[src/rtl/booth_mul_pkg.sv]
// Shared types and default sizes for the Booth multiplier arbiter.
// State encoding is fixed at 3 bits so it stays the same across builds.
package booth_mul_pkg;

   typedef enum logic [2:0] {
      IDLE      = 3'd0,
      ISSUE     = 3'd1,
      WAIT_BUSY = 3'd2,
      RUN       = 3'd3,
      RESP      = 3'd4
   } state_t;

   localparam int N_REQ_DEF   = 4;
   localparam int W_DEF       = 16;
   localparam int TIMEOUT_DEF = 40;

endpackage

[src/rtl/booth_mul_arbiter_rr_arbiter.sv]
// Combinational round-robin picker: first asserted request at or after ptr,
// wrapping around. The output grant is one-hot, or zero when enable is low.
module rr_arbiter
   import booth_mul_pkg::*;
#(
   parameter  int N_REQ = N_REQ_DEF,
   localparam int IDW   = $clog2(N_REQ)
) (
   input  logic [N_REQ-1:0] req,
   input  logic [IDW-1:0]   ptr,
   input  logic             enable,
   output logic [N_REQ-1:0] grant,
   output logic [IDW-1:0]   index,
   output logic             any_req
);

   logic [IDW:0]   cand;
   logic [IDW-1:0] idx;
   logic           found;

   always_comb begin
      grant = '0;
      index = '0;
      found = 1'b0;
      cand  = '0;
      idx   = '0;
      for (int k = 0; k < N_REQ; k++) begin
         // ptr + k never exceeds 2*N_REQ-2, so a single subtract wraps it
         cand = {1'b0, ptr} + (IDW+1)'(k);
         if (cand >= (IDW+1)'(N_REQ))
            cand = cand - (IDW+1)'(N_REQ);
         idx = cand[IDW-1:0];
         if (enable && !found && req[idx]) begin
            grant[idx] = 1'b1;
            index      = idx;
            found      = 1'b1;
         end
      end
   end

   assign any_req = enable && (|req);

endmodule

[src/rtl/booth_mul_arbiter.sv]
// Shares one sequential signed multiplier between N_REQ requesters with a
// round-robin grant, one operation in flight, and a per-phase timeout.
module booth_mul_arbiter
   import booth_mul_pkg::*;
#(
   parameter  int N_REQ   = N_REQ_DEF,
   parameter  int W       = W_DEF,
   parameter  int TIMEOUT = TIMEOUT_DEF,
   localparam int IDW     = $clog2(N_REQ)
) (
   input  logic               clk,
   input  logic               rst_n,
   input  logic [N_REQ-1:0]   req_valid,
   output logic [N_REQ-1:0]   req_ready,
   input  logic [N_REQ*W-1:0] req_x,
   input  logic [N_REQ*W-1:0] req_y,
   output logic               rsp_valid,
   input  logic               rsp_ready,
   output logic [2*W-1:0]     rsp_z,
   output logic [IDW-1:0]     rsp_id,
   output logic               rsp_err,
   output logic [W-1:0]       mul_x,
   output logic [W-1:0]       mul_y,
   output logic               mul_start,
   input  logic [2*W-1:0]     mul_z,
   input  logic               mul_busy,
   output logic               ctl_busy
);

   localparam int TW = $clog2(TIMEOUT+1);

   state_t         state_reg;
   logic [IDW-1:0] rr_ptr_reg;
   logic [IDW-1:0] id_reg;
   logic [TW-1:0]  timer_reg;
   logic [IDW-1:0] gidx;
   logic           any_req;
   logic           arb_en;
   logic           timer_last;

   // Grants are only offered in IDLE and never while reset is asserted
   assign arb_en     = rst_n && (state_reg == IDLE);
   assign timer_last = (timer_reg == TW'(TIMEOUT-1));
   assign rsp_id     = id_reg;

   rr_arbiter #(.N_REQ(N_REQ)) u_rr (
      .req     (req_valid),
      .ptr     (rr_ptr_reg),
      .enable  (arb_en),
      .grant   (req_ready),
      .index   (gidx),
      .any_req (any_req)
   );

   always_ff @(posedge clk or negedge rst_n) begin
      if (!rst_n) begin
         state_reg  <= IDLE;
         rr_ptr_reg <= '0;
         id_reg     <= '0;
         timer_reg  <= '0;
         mul_x      <= '0;
         mul_y      <= '0;
         mul_start  <= 1'b0;
         rsp_valid  <= 1'b0;
         rsp_z      <= '0;
         rsp_err    <= 1'b0;
         ctl_busy   <= 1'b0;
      end else begin
         mul_start <= 1'b0;
         case (state_reg)
            IDLE: begin
               if (any_req) begin
                  mul_x      <= req_x[gidx*W +: W];
                  mul_y      <= req_y[gidx*W +: W];
                  id_reg     <= gidx;
                  rr_ptr_reg <= (gidx == IDW'(N_REQ-1)) ? '0 : gidx + IDW'(1);
                  mul_start  <= 1'b1;
                  ctl_busy   <= 1'b1;
                  state_reg  <= ISSUE;
               end
            end
            ISSUE: begin
               timer_reg <= '0;
               state_reg <= WAIT_BUSY;
            end
            WAIT_BUSY: begin
               if (mul_busy) begin
                  timer_reg <= '0;
                  state_reg <= RUN;
               end else if (timer_last) begin
                  rsp_z     <= '0;
                  rsp_err   <= 1'b1;
                  rsp_valid <= 1'b1;
                  state_reg <= RESP;
               end else begin
                  timer_reg <= timer_reg + TW'(1);
               end
            end
            RUN: begin
               if (!mul_busy) begin
                  rsp_z     <= mul_z;
                  rsp_err   <= 1'b0;
                  rsp_valid <= 1'b1;
                  state_reg <= RESP;
               end else if (timer_last) begin
                  rsp_z     <= '0;
                  rsp_err   <= 1'b1;
                  rsp_valid <= 1'b1;
                  state_reg <= RESP;
               end else begin
                  timer_reg <= timer_reg + TW'(1);
               end
            end
            RESP: begin
               if (rsp_ready) begin
                  rsp_valid <= 1'b0;
                  ctl_busy  <= 1'b0;
                  state_reg <= IDLE;
               end
            end
            default: begin
               state_reg <= IDLE;
               ctl_busy  <= 1'b0;
            end
         endcase
      end
   end

endmodule

[config.mk]
export PLATFORM = sky130hd
export DESIGN_NAME = booth_mul_arbiter
export DESIGN_NICKNAME = d
export VERILOG_FILES = /design/src/rtl/booth_mul_pkg.sv /design/src/rtl/booth_mul_arbiter_rr_arbiter.sv /design/src/rtl/booth_mul_arbiter.sv
export SDC_FILE = /design/constraint.sdc
export NUM_CORES = 1
export LEC_CHECK = 0
export CAP_MARGIN = 20
export CORE_AREA = 2 2 99 101
export CTS_CLUSTER_SIZE = 40
export DETAILED_ROUTE_END_ITERATION = 12
export DIE_AREA = 0 0 101 103
export DONT_BUFFER_PORTS = 1
export SLEW_MARGIN = 20
export SYNTH_ARGS = -nofsm -noshare
export SYNTH_HDL_FRONTEND = slang
export SYNTH_SLANG_ARGS = --single-unit
[constraint.sdc]
create_clock -name clk -period 3.6 [get_ports clk]
set_clock_uncertainty 0.15 [all_clocks]
set_input_delay 0.18 -clock clk [delete_from_list [all_inputs] [get_ports clk]]
set_output_delay 0.18 -clock clk [all_outputs]
set_load 0.05 [all_outputs]
==> flow_summary.toml, run 1 <==
[floorplanning]
initial_core_util_pct = 48.5
die_h_um = 103
pin_count = 242
die_w_um = 101
rows = 36

[clock_tree]
cts_resized = 0
clockBufferDepth = 2
numCtsBuffers = 9
cts.sinks = 81
ctsHoldBuffers = 113
cts_setup_buffers = 0
cts_root_buffer = "clkbuf_8"
htreeDepth = 3

[synth]
yosys_warnings = 0
synthesis.nets = 629
synthCells = 456
synthFlopType = "dfrtp_1"
syn_area_um2 = 4590
synth_top_area_share_pct = 44.2
yosysTopAreaCell = "dfrtp_1"
ys_seq_elements = 81
syn_area_per_cell_um2 = 10.1
ys_seq_area_share_pct = 44.2
synth_area_leaders = "dfrtp_1, a311oi_2, a22o_1"
synthArstFlopShare_pct = 100
yosys-top-cells-count = "dfrtp_1, nand2_1, nor2_1, a211oi_1, and3_1"
synth.distinct_cells = 40
synth_edf_count = 0
yosysMostFrequentCell = "dfrtp_1"

[outcome]
haltStage = "clock tree synthesis"
firstError = "[ERROR RSZ-0060] Max buffer count reached."
status = "aborted with a tool error"

[placement]
portBuffers = 0
post_dp_cell_area_um2 = 4700
hpwl_mm = 8.93
dp.cells = 545
gp_congestion = 0.873
## stage by stage
stage | util [%] | worst slack, ps | hold slack, ps
after floorplan | - | 519 | -266
after global placement | 49.7 | 375 | -264
after detailed placement | 49.7 | 181 | -263
## cell families after synthesis
kind of cell	share of synthesized area, %
compound gates	27.6
buf+inv	4.64
simple gates	17.8
xor+xnor	0.382
mux	3.74
flops	44.2
fa+ha+maj	1.58
==> inputs of run 2 (changes only) <==
--- a/config.mk
+++ b/config.mk
@@ -6,11 +6,11 @@
 export NUM_CORES = 1
 export LEC_CHECK = 0
 export CAP_MARGIN = 20
-export CORE_AREA = 2 2 99 101
-export CTS_CLUSTER_SIZE = 40
+export CORE_AREA = 2 2 118 120
 export DETAILED_ROUTE_END_ITERATION = 12
-export DIE_AREA = 0 0 101 103
+export DIE_AREA = 0 0 120 122
 export DONT_BUFFER_PORTS = 1
+export PLACE_DENSITY_LB_ADDON = 0.15
 export SLEW_MARGIN = 20
 export SYNTH_ARGS = -nofsm -noshare
 export SYNTH_HDL_FRONTEND = slang
==> run 2 against run 1 <==
The run now ends clean. Synthesized cell count unchanged. Synthesized area unchanged.
==> flow_summary.toml, run 2 <==
[outcome]
status = "completed"

[cells_and_area]
post-route-util_pct = 44.8
drive_gt1_share_pct = 13.6
layout_commonest_cell = "dlygate4sd3_1"
fin_nets = 712
stdcell_count = 725
largest_register_ffs = 32
regMostFlops = "rsp_z"
final_cell_mix = "dlygate4sd3_1, dfrtp_1, nand2_1"
nFillCells = 1274
top_regs = "rsp_z x32, mul_x x16, mul_y x16"
areaGrowthSynthToFinish_pct = 31.9

[synth]
yosysMostFrequentCell = "dfrtp_1"
syn_area_um2 = 4590
yosys_warnings = 0
yosysTopAreaCell = "dfrtp_1"
synth.distinct_cells = 40
synthFlopType = "dfrtp_1"
synthArstFlopShare_pct = 100
ys_seq_elements = 81
synthesis.nets = 629
ys_seq_area_share_pct = 44.2
synthCells = 456
synth_edf_count = 0
syn_area_per_cell_um2 = 10.1
synth_area_leaders = "dfrtp_1, a311oi_2, a22o_1"
yosys-top-cells-count = "dfrtp_1, nand2_1, nor2_1, a211oi_1, and3_1"
synth_top_area_share_pct = 44.2

[route]
vias = 4015
avgViaCountPerCell = 5.54
drc = 0
ant_nets = 0
wl_per_cell_um = 18.9
routed_wl_mm = 13.7
dr.pass1.iters = 4
drt_iter0_markers = 96

[clock_tree]
cts_tree = "yes"
cts_setup_buffers = 0
htreeDepth = 3
clk_pin_slew_ps = 60
numCtsBuffers = 9
insertion_delay_ps = 330
clockBufferDepth = 2
cts.sinks = 81
cts_root_buffer = "clkbuf_16"

[sta]
slew_headroom_pct = 35.1
period_minus_slack_ps = 3400
finalSetupTns_ps = 0
finalSetupViolCount = 0
maxSlewViolCount = 0
hold_ws_ps = 18.1
worst_pin_slew_ps = 973
max_freq_ghz = 0.294
fin_crit_sh_pct = 94.4
hold_viol_final = 0
rsz0062_at_grt = "no"

[global_routing]
track_usage_pct = 18.7
gr-total-overflow = 0
grt_pass1_wl_mm = 21.6
grt_pass1_vias = 4206
use_met1_pct = 20.9
grt_max_degree = 82
antenna_found_initial = 1
top_usage_layer = "met2"
gr-usage-met3_pct = 5.81
grtUsageMet2_pct = 33.4

[worst_setup_path]
r2r_end = "mul_y[7]"
endpoint = "mul_y[7]"
reg2reg_setup_slack_ps = 200
startpoint = "rr_ptr_reg[1]"
start_kind = "register"
reg2reg_depth = 12
cp-end-kind = "register"
reg2reg_from = "rr_ptr_reg[1]"
required_ps = 3690
critPathKind = "reg2reg"
crit_path_max_fanout = 66
worstPathArrival_ps = 3490

[pwr]
powerDensity_nw_per_um2 = 959
worst_ir_drop_vdd_mv = 0.348
p_leak_uw = 0.00258

[placement]
portBuffers = 0
hpwl_mm = 8.83
gp_congestion = 0.771
dp.cells = 607

[floorplanning]
coreArea_um2 = 13500
rows = 43
dieArea_um2 = 14600
pin_count = 242
initial_core_util_pct = 34.0
die_w_um = 120
die_h_um = 122

[flow_run]
cap_viol_max_count = 0

[hold_path]
hp-class = "in2reg"
-- run 2: cell counts after synthesis --
No cell type changed its count.
-- run 2: report_power, final --
group	internal [uW]	switching [uW]	leakage, uW
clock	462	363	0.000128
sequential	1300	1680	0.000988
combinational	885	1110	0.00146
total	2650	3150	0.00258
-- run 2: what timing repair did --
item / CTS / global route
endpoints found under the hold margin: 149 / 0
resized for setup: 0 / 2
endpoints found under the setup margin: 0 / 32
hold buffers: 101 / 0
-- run 2: worst min path at each step --
stage / cells after the start / from / slack [ps] / endpoint
6_report: 3 / req_valid[3] / 20 / rsp_id[1]
5_1_grt: 2 / req_x[47] / 10 / mul_x[15]
4_1_cts: 2 / req_x[45] / 4 / mul_x[13]
3_5_place_dp: 0 / rst_n / -260 / rsp_z[3]
3_3_place_gp: 0 / rst_n / -260 / rsp_z[10]
2_1_floorplan: 0 / rst_n / -270 / ctl_busy
-- run 2: metrics by stage --
| step | power (uW) | cell area [um^2] | setup slack, ps |
|---|---|---|---|
| 6_report | 5800 | 6050 | 202 |
| 5_1_grt | 6160 | 6050 | 17.9 |
| 4_1_cts | 5840 | 6040 | 89.9 |
| 3_5_place_dp | 4890 | 4750 | 83.2 |
| 3_3_place_gp | 4850 | 4750 | 266 |
| 2_1_floorplan | 4410 | 4590 | 519 |
-- run 2: area by class of cell --
type	instances	area (um^2)	area share, %
Multi-Input combinational cell	330	2380	39.4
Sequential cell	81	2030	33.5
Timing Repair Buffer	113	1130	18.7
Clock buffer	10	229	3.78
Tap cell	180	225	3.72
Clock inverter	6	35.0	0.579
Inverter	4	15.0	0.248
Antenna cell	1	2.50	0.0414
-- run 2: logic make-up after synthesis --
logic type / after synthesis / synth area share (%)
and+or+nand+nor: 178 / 17.8
AOI/OAI and AO/OA: 132 / 27.6
DFF: 81 / 44.2
adders and majority gates: 6 / 1.58
muxes: 12 / 3.74
xor gates and xnor gates: 2 / 0.382
buffers and inverters: 45 / 4.64
-- run 2: routing by layer --
layer,part of all wire [%],vias up,wire length [um]
met3,9.2,18,1270
met5,0,-,0
met2,49,202,6730
met4,1.6,0,215
li1,-,1869,-
met1,40,1926,5490
-- run 2: critical path, stage by stage, from the launching register on --
cell	delay, ps
dfrtp_2	440
inv_1	120
ha_1	320
buf_4	190
mux2i_2	260
a211oi_1	120
a31oi_2	240
buf_4	230
nand2_2	80
buf_12	220
mux2i_1	150
dlygate4sd3_1	570
a211oi_1	190
Power figures use the tool's default switching activity.
==> inputs of run 3 (changes only) <==
--- a/config.mk
+++ b/config.mk
@@ -5,10 +5,11 @@
 export SDC_FILE = /design/constraint.sdc
 export NUM_CORES = 1
 export LEC_CHECK = 0
+export ABC_AREA = 1
 export CAP_MARGIN = 20
-export CORE_AREA = 2 2 118 120
+export CORE_AREA = 2 2 127 129
 export DETAILED_ROUTE_END_ITERATION = 12
-export DIE_AREA = 0 0 120 122
+export DIE_AREA = 0 0 129 131
 export DONT_BUFFER_PORTS = 1
 export PLACE_DENSITY_LB_ADDON = 0.15
 export SLEW_MARGIN = 20
==> run 3 against run 2 <==
Die area up 15%. Core utilization down 2.7 points. Global-route usage up 0.38 points. Non-clock buffer count down 26. Final area up 8.6%. Final cell count up 52%. Sequential power down 11%. Setup slack better by 72 ps. Synthesized cell count up 82%. Sequential cell count unchanged. Combinational power up 19%. Count of clock-buffer cells in the layout down 1. Highest routed layer unchanged.
==> flow_summary.toml, run 3 <==
[sta]
maxSlewViolCount = 0
finalSetupTns_ps = 0
hold_viol_final = 0
fin_crit_sh_pct = 92.4
rsz0062_at_grt = "no"
finalSetupViolCount = 0
slew_headroom_pct = 27.8
max_freq_ghz = 0.301
worst_pin_slew_ps = 1080
period_minus_slack_ps = 3330

[worst_setup_path]
path_common_cell = "nand2_1"
critPathSlowestCell = "dlygate4sd3_1"
path_cells = "inv_2 -> ha_1 -> inv_1 -> nand3_1 -> nand2_1 -> nand3_1 -> a21oi_2 -> nor2_1 -> nor2_2 -> buf_4 -> nand3_1 -> nand2_1 -> dlygate4sd3_1 -> nand2_1 -> nand2_1"
critPathKind = "reg2reg"
r2r_end = "mul_x[10]"
cp-end-kind = "register"
cpLargestDelayFamily = "buffers and inverters"
worstPathArrival_ps = 3460
crit_path_max_incr_delay_ps = 540
reg2reg_setup_slack_ps = 270
reg2reg_depth = 15
start_kind = "register"
critPathBufInv = 4
required_ps = 3730
crit_path_max_fanout = 20
reg2reg_from = "rr_ptr_reg[0]"

[route]
routed_wl_mm = 16.9
dr.pass1.iters = 5
drc = 0
drt_iter0_markers = 257
wl_per_cell_um = 15.3
ant_nets = 0
vias = 5449
avgViaCountPerCell = 4.94

[pwr]
p_seq_share_pct = 44.7
powerDensity_nw_per_um2 = 898
power_frac_comb_pct = 40.2
worst_ir_drop_vdd_mv = 0.313
p_int_uw = 2660
swShare_pct = 55.0
p_clk_share_pct = 15.2
netSwitchingPower_uw = 3240
p_leak_uw = 0.00350

[clock_tree]
numCtsBuffers = 9
insertion_delay_ps = 340
cts.sinks = 81
clk_pin_slew_ps = 60
cts_root_buffer = "clkbuf_16"
htreeDepth = 3
clockBufferDepth = 2
cts_setup_buffers = 0
cts_tree = "yes"

[hold_path]
hold_depth = 6
hp-class = "in2reg"
min_from = "req_y[29]"
holdPathEnd = "mul_y[13]"

[synth]
synth_area_leaders = "dfrtp_1, nand2_1, nand3_1"
synth.distinct_cells = 29
ys_seq_area_share_pct = 37.8
synth_top_area_share_pct = 37.8
ys_seq_elements = 81
synth_edf_count = 0
syn_area_um2 = 5370
synthFlopType = "dfrtp_1"
synthArstFlopShare_pct = 100
synthesis.nets = 1003
synthCells = 830
yosysMostFrequentCell = "nand2_1"
yosys_warnings = 0
yosys-top-cells-count = "nand2_1, inv_1, nand3_1, dfrtp_1, nor2_1"
yosysTopAreaCell = "dfrtp_1"
syn_area_per_cell_um2 = 6.47

[global_routing]
grt_pass1_vias = 5250
grt_max_degree = 82
gr-total-overflow = 0
track_usage_pct = 19.1
antenna_found_initial = 0
grt_pass1_wl_mm = 25.4

[flow_run]
cap_viol_max_count = 0

[placement]
gp_congestion = 0.821
portBuffers = 0
dp.cells = 1017
hpwl_mm = 11.3

[cells_and_area]
final_cell_mix = "nand2_1, inv_1, nand3_1"
top_regs = "rsp_z x32, mul_x x16, mul_y x16"
layout_commonest_cell = "nand2_1"
drive_gt1_share_pct = 6.09
fin_nets = 1056
areaGrowthSynthToFinish_pct = 22.5
insertedDiodeCount = 0
stdcell_count = 1102
largest_register_ffs = 32
post-route-util_pct = 42.1
regMostFlops = "rsp_z"

[floorplanning]
initial_core_util_pct = 34.4
rows = 46
pin_count = 242
die_w_um = 129
die_h_um = 131
dieArea_um2 = 16900
coreArea_um2 = 15600

[outcome]
status = "completed"
[run 3: changes by cell type after synthesis, moves of 35 or more]
cell,change
a21oi_1,+41
and3_1,-35
o21ai_0,+35
a211oi_1,-35
nand3_1,+134
nand2_1,+150
inv_1,+154
[run 3: worst register-to-register path, delay by kind of cell (launching register included)]
kind | cells | cell delay [ps]
flops | 1 | 460
simple gates | 9 | 840
fa+ha+maj | 1 | 370
buf+inv | 4 | 1080
compound gates | 1 | 360
[run 3: through the flow]
step / power, uW / setup slack (ps) / hold WS [ps] / cell area (um^2)
2_1_floorplan: 4270 / 824 / -266 / 5370
3_3_place_gp: 4710 / 805 / -263 / 5530
3_5_place_dp: 4760 / 674 / -263 / 5530
4_1_cts: 5900 / 147 / 0.369 / 6530
5_1_grt: 6350 / 3.12 / 29.4 / 6570
6_report: 5900 / 274 / 6.38 / 6570
[run 3: layer usage]
metal / routed length [um] / share of wire [%] / global-route usage, %
met1: 6620 / 39 / 20.5
met2: 8280 / 49 / 34.2
met3: 1750 / 10 / 8.79
met4: 211 / 1.3 / 4.92
met5: 0 / 0 / 0
[run 3: repair_timing]
item / in CTS / in global routing
setup endpoints to repair: 0 / 13
hold endpoints to repair: 135 / 0
hold buffers: 70 / 0
gates resized for setup: 0 / 10
[run 3: worst max-delay path by stage]
stage	startpoint	end	cells past startpoint
floorplan	rr_ptr_reg[0]	req_ready[1]	9
global placement	rr_ptr_reg[0]	mul_x[2]	15
detailed placement	rr_ptr_reg[0]	mul_y[8]	15
CTS	rr_ptr_reg[0]	mul_y[3]	16
global route	rr_ptr_reg[1]	mul_x[10]	18
finish	rr_ptr_reg[0]	mul_x[10]	15
[run 3: power by group through the flow]
stage	clock [uW]	combinational, uW	sequential, uW
detailed placement	0	2100	2660
CTS	930	2330	2640
global placement	0	2040	2660
global route	956	2710	2690
floorplan	0	1740	2530
finish	895	2370	2640
[run 3: logic make-up after synthesis]
group / Yosys count / share of synthesized area [%]
flops: 81 / 37.8
fa+ha+maj: 5 / 1.17
simple gates: 436 / 35.0
xor+xnor: 3 / 0.490
compound gates: 100 / 9.65
buf+inv: 205 / 15.9
[run 3: layout make-up]
class                      instances  area, um^2
clock inverter                     5        56.3
fill                            1648        9020
timing repair buffer              87         873
clock buffer                       9         225
tap                              216         270
sequential                        81        2030
multi-input combinational        545        2520
inverter                         159         597
